==> src/rtl/ea_arb_seq.sv <==
// Arbiter and pass sequencer sharing one 16-bit EA adder/logic core between two requesters.
// Double-precision add/sub runs as a low pass and then a high pass, with the carry chained between them.
module ea_arb_seq #(
   parameter bit RR_EN = 1'b1
) (
   input  logic        clk_i,
   input  logic        reset_i,
   input  logic        req0_i,
   input  logic        req1_i,
   input  logic [2:0]  op0_i,
   input  logic [2:0]  op1_i,
   input  logic [31:0] a0_i,
   input  logic [31:0] b0_i,
   input  logic [31:0] a1_i,
   input  logic [31:0] b1_i,
   output logic        gnt0_o,
   output logic        gnt1_o,
   output logic        done0_o,
   output logic        done1_o,
   output logic [31:0] r_o,
   output logic        cf_o,
   output logic        vf_n_o,
   output logic        zf_o,
   output logic [15:0] ea_x_o,
   output logic [15:0] ea_y_o,
   output logic        ea_k_o,
   output logic        ea_l_o,
   output logic        ea_add_o,
   output logic        ea_cin_o,
   input  logic [15:0] ea_alu_i,
   input  logic        ea_cout_i,
   input  logic        ea_ovf_n_i
);

   // state   | meaning
   // S_IDLE  | no operation, arbitrate requests
   // S_EX_LO | core runs the low 16-bit pass, grant pulse to the owner
   // S_EX_HI | core runs the high pass of DADD/DSUB
   // S_RESP  | done pulse to the owner, arbitrate for the next operation
   typedef enum logic [1:0] {S_IDLE, S_EX_LO, S_EX_HI, S_RESP} state_t;

   localparam logic [2:0] OP_ADD  = 3'b000;
   localparam logic [2:0] OP_SUB  = 3'b001;
   localparam logic [2:0] OP_AND  = 3'b010;
   localparam logic [2:0] OP_OR   = 3'b011;
   localparam logic [2:0] OP_XOR  = 3'b100;
   localparam logic [2:0] OP_ADDC = 3'b101;
   localparam logic [2:0] OP_DADD = 3'b110;
   localparam logic [2:0] OP_DSUB = 3'b111;

   state_t      state_q, state_d;
   logic        own_q, own_d;
   logic        last_q, last_d;
   logic [2:0]  op_q, op_d;
   logic [31:0] a_q, a_d;
   logic [31:0] b_q, b_d;
   logic        carry_q, carry_d;
   logic [31:0] r_q, r_d;
   logic        cf_q, cf_d;
   logic        vf_n_q, vf_n_d;
   logic        zf_q, zf_d;
   logic [1:0]  cfr_q, cfr_d;

   logic        arb_sel;
   logic        accept;
   logic        is_dbl;
   logic        is_sub;
   logic        is_arith;
   logic        hi_pass;
   logic [15:0] b_half;

   always_comb begin
      if (req0_i && req1_i) arb_sel = RR_EN ? ~last_q : 1'b0;
      else                  arb_sel = req1_i;
      accept   = (req0_i || req1_i) && (state_q == S_IDLE || state_q == S_RESP);
      is_dbl   = (op_q == OP_DADD) || (op_q == OP_DSUB);
      is_sub   = (op_q == OP_SUB) || (op_q == OP_DSUB);
      is_arith = !((op_q == OP_AND) || (op_q == OP_OR) || (op_q == OP_XOR));
      hi_pass  = (state_q == S_EX_HI);
      b_half   = hi_pass ? b_q[31:16] : b_q[15:0];
   end

   always_comb begin
      ea_x_o   = '0;
      ea_y_o   = '0;
      ea_k_o   = 1'b0;
      ea_l_o   = 1'b0;
      ea_add_o = 1'b0;
      ea_cin_o = 1'b0;
      if (state_q == S_EX_LO || state_q == S_EX_HI) begin
         ea_x_o = hi_pass ? a_q[31:16] : a_q[15:0];
         ea_y_o = is_sub ? ~b_half : b_half;
         case (op_q)
            OP_AND: ;
            OP_OR:  ea_l_o = 1'b1;
            OP_XOR: begin
               ea_k_o = 1'b1;
               ea_l_o = 1'b1;
            end
            default: begin
               ea_k_o   = 1'b1;
               ea_l_o   = 1'b1;
               ea_add_o = 1'b1;
            end
         endcase
         if (hi_pass)               ea_cin_o = carry_q;
         else if (is_sub)           ea_cin_o = 1'b1;
         else if (op_q == OP_ADDC)  ea_cin_o = cfr_q[own_q];
      end
   end

   always_comb begin
      state_d = state_q;
      own_d   = own_q;
      last_d  = last_q;
      op_d    = op_q;
      a_d     = a_q;
      b_d     = b_q;
      carry_d = carry_q;
      r_d     = r_q;
      cf_d    = cf_q;
      vf_n_d  = vf_n_q;
      zf_d    = zf_q;
      cfr_d   = cfr_q;

      if (accept) begin
         own_d  = arb_sel;
         last_d = arb_sel;
         op_d   = arb_sel ? op1_i : op0_i;
         a_d    = arb_sel ? a1_i : a0_i;
         b_d    = arb_sel ? b1_i : b0_i;
      end

      case (state_q)
         S_IDLE: if (accept) state_d = S_EX_LO;
         S_EX_LO: begin
            if (is_dbl) begin
               r_d[15:0] = ea_alu_i;
               carry_d   = ea_cout_i;
               state_d   = S_EX_HI;
            end else begin
               r_d  = {16'h0000, ea_alu_i};
               zf_d = (ea_alu_i == 16'h0000);
               if (is_arith) begin
                  cf_d         = ea_cout_i;
                  vf_n_d       = ea_ovf_n_i;
                  cfr_d[own_q] = ea_cout_i;
               end else begin
                  vf_n_d = 1'b1;
               end
               state_d = S_RESP;
            end
         end
         S_EX_HI: begin
            // Flags of a double op describe the full 32-bit result.
            r_d[31:16]   = ea_alu_i;
            cf_d         = ea_cout_i;
            vf_n_d       = ea_ovf_n_i;
            cfr_d[own_q] = ea_cout_i;
            zf_d         = (ea_alu_i == 16'h0000) && (r_q[15:0] == 16'h0000);
            state_d      = S_RESP;
         end
         S_RESP: state_d = accept ? S_EX_LO : S_IDLE;
         default: state_d = S_IDLE;
      endcase
   end

   always_ff @(posedge clk_i) begin
      if (reset_i) begin
         state_q <= S_IDLE;
         own_q   <= 1'b0;
         last_q  <= 1'b1;
         op_q    <= '0;
         a_q     <= '0;
         b_q     <= '0;
         carry_q <= 1'b0;
         r_q     <= '0;
         cf_q    <= 1'b0;
         vf_n_q  <= 1'b1;
         zf_q    <= 1'b0;
         cfr_q   <= '0;
      end else begin
         state_q <= state_d;
         own_q   <= own_d;
         last_q  <= last_d;
         op_q    <= op_d;
         a_q     <= a_d;
         b_q     <= b_d;
         carry_q <= carry_d;
         r_q     <= r_d;
         cf_q    <= cf_d;
         vf_n_q  <= vf_n_d;
         zf_q    <= zf_d;
         cfr_q   <= cfr_d;
      end
   end

   assign gnt0_o  = (state_q == S_EX_LO) && !own_q;
   assign gnt1_o  = (state_q == S_EX_LO) && own_q;
   assign done0_o = (state_q == S_RESP) && !own_q;
   assign done1_o = (state_q == S_RESP) && own_q;
   assign r_o     = r_q;
   assign cf_o    = cf_q;
   assign vf_n_o  = vf_n_q;
   assign zf_o    = zf_q;

endmodule

==> config.mk <==
export PLATFORM = sky130hd
export DESIGN_NAME = ea_arb_seq
export DESIGN_NICKNAME = d
export VERILOG_FILES = /design/src/rtl/ea_arb_seq.sv
export SDC_FILE = /design/constraint.sdc
export NUM_CORES = 1
export LEC_CHECK = 0
export BUFFER_PORTS_ARGS = -buffer_cell sky130_fd_sc_hd__buf_2
export CAP_MARGIN = 40
export CORE_UTILIZATION = 52
export CTS_CLUSTER_DIAMETER = 80
export DETAILED_ROUTE_END_ITERATION = 10
export GPL_TIMING_DRIVEN = 0
export PLACE_DENSITY = 0.86
export SYNTH_ARGS = -nofsm -noshare
export SYNTH_HDL_FRONTEND = slang
export SYNTH_SLANG_ARGS = --single-unit
==> constraint.sdc <==
create_clock -name clk_i -period 4.3 [get_ports clk_i]
set_input_delay 0.215 -clock clk_i [delete_from_list [all_inputs] [get_ports clk_i]]
set_output_delay 0.215 -clock clk_i [all_outputs]
set_load 0.01 [all_outputs]
==> results.json <==
{
  "p_total_mw": 4.36,
  "diodes": 0,
  "die-area_um2": 10900,
  "viasPerCell": 5.41,
  "synth_top_area_cell": "dfxtp_1",
  "netlist_instances": 579,
  "hold_buffers": 0,
  "area_growth_pct": 28.3,
  "slew_headroom": 0.549,
  "synth_top_family_by_area": "multiplexers",
  "gp_congestion": 0.891,
  "fin_worst_skew_ps": 16.0,
  "cts_setup_buffers": 0,
  "cts_tree": "built",
  "core_um2": 10200,
  "fin_crit_ps": 2730,
  "synth_compound_area_frac": 0.158,
  "synth.area.top_cells": "dfxtp_1, mux2i_1, nor2_1",
  "ctsLongestPathBuffers": 2,
  "grt_pass1_wl_mm": 25.0,
  "port_buffers": 229,
  "arrival_ps": 2510,
  "ys_seq_area_frac": 0.400,
  "drt_wl_total_mm": 15.8,
  "synthXorXnorAreaFrac": 0.0257,
  "yosys.area.top_type_share": 0.400,
  "worstMarginPinSlew_ps": 676,
  "post-route-period-util": 0.635,
  "ys_types": 37,
  "grt_usage": 0.289,
  "min_path_type": "input pin to flip-flop",
  "dr.pass1.iters": 5,
  "die_x_um": 104,
  "clkLatencyLatePin_ps": 380,
  "synth_common_cells": "nor2_1, mux2i_1, dfxtp_1",
  "hold_viol": 0,
  "power_leakage_nw": 3.15,
  "p_per_area_nw_per_um2": 623,
  "antenna_found_initial": 0,
  "drtIter0Drc": 196,
  "rsz0062_at_grt": "false",
  "synth_simple_gate_area_frac": 0.133,
  "slew_violations": 0,
  "crit_fanout": 10,
  "critPathCaptureType": "output pin",
  "synth-seq-cells": 109,
  "tns_ps": 0,
  "worstSetupPathType": "flip-flop to output pin",
  "io_pins": 231,
  "synth_nets": 739,
  "die_y_um": 104,
  "grt_max_degree": 22,
  "post_drt_wl_per_cell_um": 16.5,
  "fmaxAchievable_mhz": 366,
  "outcome": "finished clean",
  "yosys_warnings": 0,
  "row_count": 37,
  "synth_edf_count": 0,
  "final_nets": 979,
  "route.detailed.drc": 0,
  "cts-root-buf": "clkbuf_8",
  "synth_adder_area_share": 0.00917,
  "ir_worst_vdd_v": 0.000336,
  "synth_mux_area_frac": 0.217,
  "dp_hpwl_mm": 12.2,
  "cts_buffers": 9,
  "vias": 5196,
  "postRouteAntennaNets": 0,
  "syn_avg_cell_area_um2": 9.42,
  "cts_sinks": 109,
  "synth_ff_type": "dfxtp_1",
  "required_ps": 4090,
  "cp-start-kind": "flip-flop",
  "drive_gt1_frac": 0.362,
  "async_reset_ff_frac": 0,
  "clk_pin_slew_ps": 120,
  "setup_violations": 0,
  "h-tree-depth": 3,
  "syn-cell-area_um2": 5460,
  "first_global_vias": 5255,
  "cts-resized-gates": 0,
  "start_util": 0.533,
  "yosysMostFrequentCell": "nor2_1",
  "grt_overflow": 0,
  "max_cap_violations": 0
}
-- flip-flops by register name, indices dropped and copies added, names as in the netlist --
register	flops
a_q	32
b_q	32
carry_q	1
cf_o	1
cfr_q	2
last_q	1
op_q	3
own_q	1
r_o	32
state_q	2
vf_n_o	1
zf_o	1
-- layer usage --
metal / routed length (µm) / GRT usage
met1: 6570 / 0.340
met2: 8150 / 0.526
met5: 0 / 0
met4: 257 / 0.0908
met3: 830 / 0.0520
-- per-stage QoR --
stage,std cells,worst slack (ps),util,area (µm²),hold slack [ps]
after global routing,960,1390,0.684,7000,79.2
after detailed placement,944,2010,0.662,6770,452
after global placement,944,2080,0.662,6770,451
after CTS,960,1600,0.684,7000,97.4
after floorplan,579,2590,-,5460,354
final,960,1570,0.684,7000,105
-- cell usage in the layout, fill, tap and decap left out, types with 3 or more instances in the layout --
cell | synthesis | final
a21oi_1 | 7 | 7
nor2b_1 | 3 | 3
nand2b_1 | 4 | 4
inv_1 | 6 | 6
nand3_1 | 3 | 3
nand2_1 | 4 | 4
a22oi_1 | 17 | 17
xnor2_1 | 16 | 16
a211oi_2 | 19 | 19
nor4_1 | 8 | 8
buf_4 | 10 | 10
mux2i_1 | 117 | 117
buf_2 | 13 | 242
dfxtp_1 | 109 | 109
buf_12 | 3 | 3
o21ai_0 | 4 | 4
clkbuf_8 | 0 | 9
nor2_1 | 140 | 140
a211oi_1 | 48 | 48
ha_1 | 4 | 4
clkbuf_1 | 22 | 22
and2_1 | 4 | 4
-- power by group --
group,switching [mW],internal [mW]
sequential,0.205,1.32
combinational,1.27,0.876
clock,0.395,0.291
-- critical path: stages, from the launching register on --
cell      delay [ps]
dfxtp_1          390
inv_1            100
ha_1             390
inv_1            100
clkbuf_1         390
buf_1            470
nor2_1           140
buf_2            170
-- area by class of cell --
cell class	instances	area [µm²]
Tap cell	136	170
Fill cell	861	3230
Inverter	6	22.5
Multi-Input combinational cell	414	2960
Buffer	50	292
Clock inverter	7	103
Timing Repair Buffer	229	1150
Clock buffer	9	124
Sequential cell	109	2180
-- path summary, 6_finish.rpt --
check / to / cells after the start / start / slack (ps)
max reg2reg: a_q[31] / 6 / state_q[0] / 2260
min reg2reg: zf_o / 2 / zf_o / 470
min: r_o[13] / 3 / ea_alu_i[13] / 100
max: ea_x_o[7] / 7 / state_q[0] / 1570
-- cells by family after synthesis --
logic type	after synthesis
flip-flops	109
XOR/XNOR	16
adder cells (fa/ha/maj)	4
AND/OR/NAND/NOR	172
AO/OA/AOI/OAI	104
buffers and inverters	56
multiplexers	118
Power figures use the tool's default switching activity.
